==> src/rtl/mips_pkg.sv <==
// Shared MIPS pipeline definitions: word width, PC increment, NOP encoding and fetch FSM states.
package mips_pkg;

    localparam int unsigned WORD_W           = 32;
    localparam logic [31:0] PC_INC           = 32'd4;
    localparam logic [31:0] NOP_INSTR        = 32'h0000_0000;
    localparam logic [31:0] DEFAULT_RESET_PC = 32'h0000_0000;

    typedef enum logic [1:0] {
        BOOT,
        RUN,
        STALL
    } fetch_state_t;

endpackage

==> src/rtl/fetch_pc_reg.sv <==
// Program-counter register: next-PC mux (hold / pc+4 / aligned redirect) and misaligned-target detect.
module fetch_pc_reg
    import mips_pkg::PC_INC;
#(
    parameter int unsigned        WORD_W   = 32,
    parameter logic [WORD_W-1:0]  RESET_PC = '0
) (
    input  logic              clk,
    input  logic              reset,
    input  logic              advance,
    input  logic              redirect,
    input  logic [WORD_W-1:0] redirect_pc,
    output logic [WORD_W-1:0] pc,
    output logic [WORD_W-1:0] pc_plus4,
    output logic              misalign
);

    logic [WORD_W-1:0] pc_next;

    // Wraps modulo 2^WORD_W by construction; no carry out is kept.
    assign pc_plus4 = pc + WORD_W'(PC_INC);

    always_comb begin
        pc_next = pc;
        if (redirect) begin
            pc_next = {redirect_pc[WORD_W-1:2], 2'b00};
        end else if (advance) begin
            pc_next = pc_plus4;
        end
    end

    always_ff @(posedge clk) begin
        if (reset) begin
            pc       <= RESET_PC;
            misalign <= 1'b0;
        end else begin
            pc       <= pc_next;
            misalign <= redirect && (redirect_pc[1:0] != 2'b00);
        end
    end

endmodule

==> src/rtl/fetch_unit.sv <==
// Instruction-fetch stage: PC, imem req/ack handshake, IF/ID register, stall and redirect handling.
// Optional FETCH_PERF_EN adds saturating fetch and stall-cycle counters.
module fetch_unit
    import mips_pkg::NOP_INSTR, mips_pkg::DEFAULT_RESET_PC, mips_pkg::fetch_state_t,
           mips_pkg::BOOT, mips_pkg::RUN, mips_pkg::STALL;
#(
    parameter int unsigned        WORD_W   = 32,
    parameter logic [WORD_W-1:0]  RESET_PC = WORD_W'(DEFAULT_RESET_PC)
) (
    input  logic              clk,
    input  logic              reset,
    input  logic              stall_i,
    input  logic              redirect_valid_i,
    input  logic [WORD_W-1:0] redirect_pc_i,
    output logic              imem_req_o,
    output logic [WORD_W-1:0] imem_addr_o,
    input  logic              imem_ack_i,
    input  logic [WORD_W-1:0] imem_rdata_i,
    output logic [WORD_W-1:0] pc_o,
    output logic [WORD_W-1:0] if_id_instr_o,
    output logic [WORD_W-1:0] if_id_pc4_o,
    output logic              if_id_valid_o,
    output logic              misalign_o
`ifdef FETCH_PERF_EN
    ,
    output logic [31:0]       perf_fetch_cnt_o,
    output logic [31:0]       perf_stall_cnt_o
`endif
);

    fetch_state_t      state, state_next;
    logic              redirect_take;
    logic              fetch_done;
    logic              stall_hold;
    logic [WORD_W-1:0] pc;
    logic [WORD_W-1:0] pc_plus4;

    assign redirect_take = redirect_valid_i && (state != BOOT);
    assign fetch_done    = imem_req_o && imem_ack_i && !redirect_take;
    assign stall_hold    = (state == STALL) || ((state == RUN) && stall_i);

    always_ff @(posedge clk) begin
        if (reset) begin
            state <= BOOT;
        end else begin
            state <= state_next;
        end
    end

    always_comb begin
        state_next = state;
        imem_req_o = 1'b0;
        case (state)
            BOOT:  state_next = RUN;
            RUN: begin
                if (stall_i) begin
                    state_next = STALL;
                end else begin
                    imem_req_o = 1'b1;
                end
            end
            STALL: begin
                if (!stall_i) begin
                    state_next = RUN;
                end
            end
            default: state_next = BOOT;
        endcase
        // A flush always lands in RUN, even over an active stall.
        if (redirect_take) begin
            state_next = RUN;
        end
    end

    fetch_pc_reg #(
        .WORD_W   (WORD_W),
        .RESET_PC (RESET_PC)
    ) u_pc (
        .clk         (clk),
        .reset       (reset),
        .advance     (fetch_done),
        .redirect    (redirect_take),
        .redirect_pc (redirect_pc_i),
        .pc          (pc),
        .pc_plus4    (pc_plus4),
        .misalign    (misalign_o)
    );

    assign imem_addr_o = pc;
    assign pc_o        = pc;

    always_ff @(posedge clk) begin
        if (reset) begin
            if_id_instr_o <= WORD_W'(NOP_INSTR);
            if_id_pc4_o   <= '0;
            if_id_valid_o <= 1'b0;
        end else if (redirect_take) begin
            if_id_instr_o <= WORD_W'(NOP_INSTR);
            if_id_valid_o <= 1'b0;
        end else if (stall_hold) begin
            if_id_valid_o <= if_id_valid_o;
        end else if (fetch_done) begin
            if_id_instr_o <= imem_rdata_i;
            if_id_pc4_o   <= pc_plus4;
            if_id_valid_o <= 1'b1;
        end else if (state == RUN) begin
            if_id_valid_o <= 1'b0;
        end
    end

`ifdef FETCH_PERF_EN
    logic stall_cycle;

    assign stall_cycle = (state == STALL) || ((state == RUN) && !(imem_req_o && imem_ack_i));

    always_ff @(posedge clk) begin
        if (reset) begin
            perf_fetch_cnt_o <= '0;
            perf_stall_cnt_o <= '0;
        end else begin
            if (fetch_done && (perf_fetch_cnt_o != '1)) begin
                perf_fetch_cnt_o <= perf_fetch_cnt_o + 32'd1;
            end
            if (stall_cycle && (perf_stall_cnt_o != '1)) begin
                perf_stall_cnt_o <= perf_stall_cnt_o + 32'd1;
            end
        end
    end
`endif

endmodule

==> config.mk <==
export PLATFORM = sky130hd
export DESIGN_NAME = fetch_unit
export DESIGN_NICKNAME = d
export VERILOG_FILES = /design/src/rtl/mips_pkg.sv /design/src/rtl/fetch_pc_reg.sv /design/src/rtl/fetch_unit.sv
export SDC_FILE = /design/constraint.sdc
export NUM_CORES = 1
export LEC_CHECK = 0
export CAP_MARGIN = 20
export CORE_MARGIN = 2
export CORE_UTILIZATION = 45
export DETAILED_ROUTE_END_ITERATION = 8
export GPL_TIMING_DRIVEN = 0
export PLACE_DENSITY = 0.85
export SETUP_SLACK_MARGIN = 0.05
export SLEW_MARGIN = 0
export SYNTH_ARGS = -nofsm -noshare
export SYNTH_HDL_FRONTEND = slang
export SYNTH_SLANG_ARGS = --single-unit
==> constraint.sdc <==
create_clock -name clk -period 5 [get_ports clk]
set_input_delay 0.5 -clock clk [delete_from_list [all_inputs] [get_ports clk]]
set_output_delay 0.5 -clock clk [all_outputs]
set_load 0.1 [all_outputs]
==> impl_metrics.json, run 1 <==
{
  "cp_max_fo": 6,
  "syn_area_per_cell_um2": 8.11,
  "final_layout_size_suffix_gt1_share_pct": 9.38,
  "place.gp.congestion": 0.930,
  "clkTransAtPathRegs_ps": 100,
  "muxShareOfSynthArea_pct": 0.666,
  "grt_pass1_wl_mm": 24.3,
  "finalCritPeriodShare_pct": 59.3,
  "cts-resized-gates": 0,
  "antenna_left": 0,
  "cpMaxStageDelayCell": "clkdlybuf4s50_1",
  "yosysWarnings": 0,
  "multi_input_area_um2": 2150,
  "diodes": 0,
  "io_buffer_count": 192,
  "end_kind": "output pin",
  "skew_ps": 14.4,
  "rsz0062_at_grt": "no",
  "drtPass1Iterations": 7,
  "drv_cap": 0,
  "slew_violations": 0,
  "die_h_um": 104,
  "worst-setup-path-type": "input pin to output pin",
  "fill_cells": 851,
  "synthSimpleGateAreaFrac_pct": 20.9,
  "ys_ff_latch": 96,
  "worstPathArrival_ps": 2470,
  "async_flop_share_pct": 0,
  "drt-total-wl_mm": 15.5,
  "clk_latency_ps": 360,
  "cp-start-kind": "input pin",
  "cts_buffers": 9,
  "peakVddDrop_uv": 157,
  "rows": 36,
  "p_leak_nw": 2.37,
  "fin_util_pct": 70.0,
  "synth.cell_area_um2": 4510,
  "crit_chain": "clkdlybuf4s50_1, nor3b_1, clkdlybuf4s50_1",
  "synthFlopType": "dfxtp_1",
  "drt_iter0_markers": 325,
  "viasPerCell": 5.49,
  "yosysSeqAreaShare_pct": 42.6,
  "worstHoldPathType": "register to register",
  "ios": 200,
  "crit_path_max_incr_delay_ps": 1200,
  "die_w_um": 104,
  "synth_edf_count": 0,
  "fin_tns_setup_ps": 0,
  "syn_to_final_growth_pct": 51.0,
  "grt_usage_pct": 27.7,
  "drt_drc_violations_left": 0,
  "synth_xor_area_share_pct": 5.05,
  "vias": 4950,
  "postCtsSetupRepairBufs": 0,
  "worstMarginPinSlew_ps": 1030,
  "first_global_vias": 4735,
  "cts-hold-fix-buffers": 0,
  "crit_path_frequent_cell": "clkdlybuf4s50_1",
  "p_per_area_nw_per_um2": 284,
  "ff_latch_area_um2": 1920,
  "final_common_cell": "clkdlybuf4s50_1",
  "post_drt_wl_per_cell_um": 17.2,
  "fmax_mhz": 337,
  "synth-compound-area-share_pct": 20.3,
  "finish.net_count": 834,
  "cts_root_buf": "clkbuf_8",
  "dp_hpwl_mm": 11.7,
  "die_area_um2": 10800,
  "synthCells": 556,
  "status": "finished clean",
  "synth_top_family_by_area": "simple AND/OR/NAND/NOR gates",
  "layout_common_cells": "clkdlybuf4s50_1, nand2_1, dfxtp_1",
  "ys_types": 49,
  "cts.sinks": 96,
  "timing.slew.headroom_pct": 31.0,
  "tritoncts": "yes",
  "yosys.area_share.adder_pct": 0.277,
  "h-tree-depth": 3,
  "clock_path_buffers": 2,
  "core_um2": 9730,
  "hold_viol_final": 0,
  "antenna_found_initial": 0,
  "min_period_ps": 2970,
  "initial_core_util_pct": 46.3,
  "cp.required_ps": 4500,
  "grt_max_degree": 17,
  "finalSetupViolCount": 0,
  "overflow": 0,
  "reg2reg_slack_ps": 2460
}
[worst max-delay path: cells and delay by family]
kind | cells | cell delay (ps)
buf+inv | 2 | 1680
simple gates | 1 | 280
[registers in the layout, summed over array words and instances (netlist names)]
register,cells
if_id_instr_o,32
if_id_pc4_o,30
u_pc.pc,30
state,2
if_id_valid_o,1
u_pc.misalign,1
[synthesized netlist by cell type (all sizes together), types with 2 or more instances]
cell type    n  area (µm²)
a22o         2        17.5
mux2i        3        30.0
nand3       16        92.6
inv          2        7.51
and3         7        45.1
buf         54         367
nand2      103         387
a31oi        4        25.0
and4         5        46.3
clkbuf      21        78.8
nor4         7        43.8
a21oi       69         345
or3          5        31.3
xor2        13         114
o21ai       32         160
a311oi       2        23.8
or4          2        15.0
a221o        2        20.0
a32oi        2        17.5
nor3         7        35.0
nor3b        2        15.0
xnor2       13         114
o31a         6        52.6
a22oi       15         113
o22ai        5        31.3
nor2        25        93.8
a211oi       8        60.1
and2         6        37.5
nand4       10        68.8
o21a         3        22.5
dfxtp       96        1920
[layout make-up]
class                           count  area share (%)
Tap cell                          133            2.44
Clock buffer                        9            1.82
Clock inverter                      6           0.992
Multi-Input combinational cell    388            31.6
Inverter                            2           0.110
Sequential cell                    96            28.2
Buffer                             75            6.54
Timing Repair Buffer              192            28.2
[report_power, final]
group / switching [mW] / internal (mW) / total [mW]
clock network: 0.281 / 0.231 / 0.512
logic: 0.420 / 0.170 / 0.590
registers: 0.0382 / 0.790 / 0.828
[layer usage]
metal | global-route usage, % | up-vias | share of wire, %
met3 | 5.70 | 48 | 8.9
met1 | 34.0 | 2288 | 40
met5 | 0 | - | 0
met4 | 12.1 | 0 | 3.5
li1 | - | 2333 | -
met2 | 47.0 | 281 | 48
[path summary, 6_finish.rpt]
| kind | start | end | cells past startpoint |
|---|---|---|---|
| setup / recovery | stall_i | imem_req_o | 3 |
| hold / removal | if_id_instr_o[7]$_SDFFE_PP0P_ | if_id_instr_o[7]$_SDFFE_PP0P_ | 2 |
| setup reg to reg | u_pc.pc[2]$_SDFFE_PP0P_ | u_pc.pc[26]$_SDFFE_PP0P_ | 7 |
| hold reg to reg | if_id_instr_o[7]$_SDFFE_PP0P_ | if_id_instr_o[7]$_SDFFE_PP0P_ | 2 |
[cells by family (layout without fill, tap and decap cells)]
logic type / Yosys count / count (layout)
DFF: 96 / 96
adders and majority gates: 1 / 1
xor gates and xnor gates: 26 / 26
and+or+nand+nor: 199 / 199
buffers and inverters: 77 / 284
other: 1 / 6
muxes: 3 / 3
AOI/OAI and AO/OA: 153 / 153
[stage by stage]
| stage | std cells | area (µm²) | total power [mW] | hold slack (ps) | setup WS [ps] |
|---|---|---|---|---|---|
| 6_report | 901 | 6810 | 1.93 | 459 | 2030 |
| 3_5_place_dp | 886 | 6620 | 1.43 | 447 | 2030 |
| 3_3_place_gp | 886 | 6620 | 1.42 | 441 | 2070 |
| 2_1_floorplan | 561 | 4530 | 1.26 | 603 | 1780 |
| 5_1_grt | 901 | 6810 | 1.99 | 478 | 1950 |
| 4_1_cts | 901 | 6810 | 1.93 | 460 | 2030 |
(Power assumes the default switching activity.)
==> run 2: changes to the inputs <==
--- a/config.mk
+++ b/config.mk
@@ -7,10 +7,10 @@
 export LEC_CHECK = 0
 export CAP_MARGIN = 20
 export CORE_MARGIN = 2
-export CORE_UTILIZATION = 45
+export CORE_UTILIZATION = 38
 export DETAILED_ROUTE_END_ITERATION = 8
 export GPL_TIMING_DRIVEN = 0
-export PLACE_DENSITY = 0.85
+export PLACE_DENSITY = 0.77
 export SETUP_SLACK_MARGIN = 0.05
 export SLEW_MARGIN = 0
 export SYNTH_ARGS = -nofsm -noshare
==> constraint.sdc (replaced) <==
create_clock -name clk -period 2.61 [get_ports clk]
set_input_delay 0.261 -clock clk [delete_from_list [all_inputs] [get_ports clk]]
set_output_delay 0.261 -clock clk [all_outputs]
set_load 0.1 [all_outputs]
==> run 2 against run 1 <==
Net effect: the run now ends with design-rule violations left; sequential power increased by 92%; combinational power increased by 92%; sequential cell count unchanged; wire length increased by 2.4%; final area increased by 2.7%; highest routed layer unchanged.
==> impl_metrics.json, run 2 (synthesis results as in run 1) <==
{
  "status": "finished with violations",
  "violations": "design-rule violations",
  "viasPerCell": 5.34,
  "hold-worst-slack_ps": 332,
  "cts_root_buf": "clkbuf_16",
  "r2r_end": "if_id_pc4_o[26]$_SDFFE_PP0P_",
  "drt-total-wl_mm": 15.9,
  "overflow": 0,
  "end_kind": "output pin",
  "vias": 4868,
  "crit_path_max_incr_delay_ps": 1120,
  "worst-setup-path-type": "register to output pin",
  "drt_drc_violations_left": 11,
  "whs_endpoint": "state[0]$_SDFFE_PP0P_",
  "cts.sinks": 96,
  "cts_buffers": 9,
  "dp_hpwl_mm": 12.0,
  "syn_to_final_growth_pct": 55.0,
  "final_common_cell": "clkdlybuf4s50_1",
  "largest_reg_flops": 32,
  "drtPass1Iterations": 7,
  "fill_cells": 1038,
  "initial_core_util_pct": 39.2,
  "core_um2": 11500,
  "peakVddDrop_uv": 337,
  "die_w_um": 113,
  "cts-resized-gates": 0,
  "diodes": 0,
  "first_global_vias": 4755,
  "antenna_left": 0,
  "hp-start": "redirect_valid_i",
  "clk_latency_ps": 340,
  "io_buffer_count": 192,
  "ios": 200,
  "grt_max_degree": 16,
  "cts-hold-fix-buffers": 0,
  "clkTransAtPathRegs_ps": 60,
  "min_period_ps": 2480,
  "timing.slew.headroom_pct": 31.9,
  "crit_chain": "buf_4, clkdlybuf4s50_1",
  "grt_pass1_wl_mm": 24.5,
  "finalSetupViolCount": 0,
  "reg2reg_slack_ps": 190,
  "cp_max_fo": 8,
  "tritoncts": "yes",
  "multi_input_area_um2": 2170,
  "h-tree-depth": 3,
  "cp.required_ps": 2350,
  "hold_viol_final": 0,
  "p_leak_nw": 2.47,
  "fmax_mhz": 403,
  "skew_ps": 8.26,
  "worstPathArrival_ps": 2220,
  "final_layout_size_suffix_gt1_share_pct": 10.0,
  "startpoint": "u_pc.pc[24]$_SDFFE_PP0P_",
  "cp-start-kind": "register",
  "drv_cap": 0,
  "rr_worst_depth": 7,
  "place.gp.congestion": 0.933,
  "layout_common_cells": "clkdlybuf4s50_1, nand2_1, dfxtp_1",
  "rsz0062_at_grt": "no",
  "grt_usage_pct": 24.2,
  "antenna_found_initial": 0,
  "timing.rr.start": "u_pc.pc[2]$_SDFFE_PP0P_",
  "worstHoldPathType": "input pin to register",
  "biggestRegsByFlops": "if_id_instr_o (32), if_id_pc4_o (30), u_pc.pc (30)",
  "clock_path_buffers": 2,
  "finish.net_count": 834,
  "slew_violations": 0,
  "finalCritPeriodShare_pct": 95.0,
  "die_area_um2": 12800,
  "ff_latch_area_um2": 1920,
  "p_per_area_nw_per_um2": 608,
  "rows": 39,
  "postCtsSetupRepairBufs": 0,
  "fin_tns_setup_ps": 0,
  "top_register": "if_id_instr_o",
  "drt_iter0_markers": 335,
  "fin_util_pct": 60.7,
  "die_h_um": 113,
  "holdPathStages": 3,
  "post_drt_wl_per_cell_um": 17.5,
  "worstMarginPinSlew_ps": 1020,
  "cpMaxStageDelayCell": "clkdlybuf4s50_1"
}
-- run 2: worst max path at each step --
stage / slack, ps / end / cells past startpoint
2_1_floorplan: 90 / if_id_pc4_o[29]$_SDFFE_PP0P_ / 6
3_3_place_gp: 120 / u_pc.pc[15]$_SDFFE_PP0P_ / 7
3_5_place_dp: 10 / u_pc.pc[15]$_SDFFE_PP0P_ / 7
4_1_cts: 140 / imem_req_o / 3
5_1_grt: 70 / if_id_pc4_o[26]$_SDFFE_PP0P_ / 7
6_report: 130 / pc_o[24] / 2
-- run 2: report_power, final --
| part | internal [mW] | total [mW] | leakage, nW | switching (mW) |
|---|---|---|---|---|
| registers | 1.52 | 1.59 | 0.780 | 0.0749 |
| logic | 0.326 | 1.13 | 1.52 | 0.804 |
| clock network | 0.960 | 1.53 | 0.169 | 0.573 |
| total | 2.80 | 4.25 | 2.47 | 1.45 |
-- run 2: final cells by class --
class,instances,area share (%)
Buffer,75,6.37
Clock buffer,10,3.42
Clock inverter,5,1.49
Inverter,2,0.107
Multi-Input combinational cell,388,31.0
Sequential cell,96,27.5
Tap cell,143,2.56
Timing Repair Buffer,192,27.5
-- run 2: per-layer routing --
metal | track usage [%] | routed length, µm | up-vias
met4 | 7.80 | 306 | 0
met1 | 31.7 | 6490 | 2280
met3 | 4.28 | 1330 | 23
met2 | 40.8 | 7770 | 234
met5 | 0 | 0 | -
li1 | - | - | 2331
-- run 2: through the flow --
stage               instances  power [mW]  setup slack [ps]  cell area [µm²]
floorplan                 561        2.42              86.4             4540
global placement          896        2.73               119             6640
detailed placement        896        2.75              12.7             6640
CTS                       911        4.27               142             6980
global route              911        4.38              73.9             6990
finish                    911        4.25               130             6990
-- run 2: critical path: cells and delay by family (launching register included) --
| kind | cells | cell delay (ps) |
|---|---|---|
| buf+inv | 2 | 1300 |
| flops | 1 | 570 |
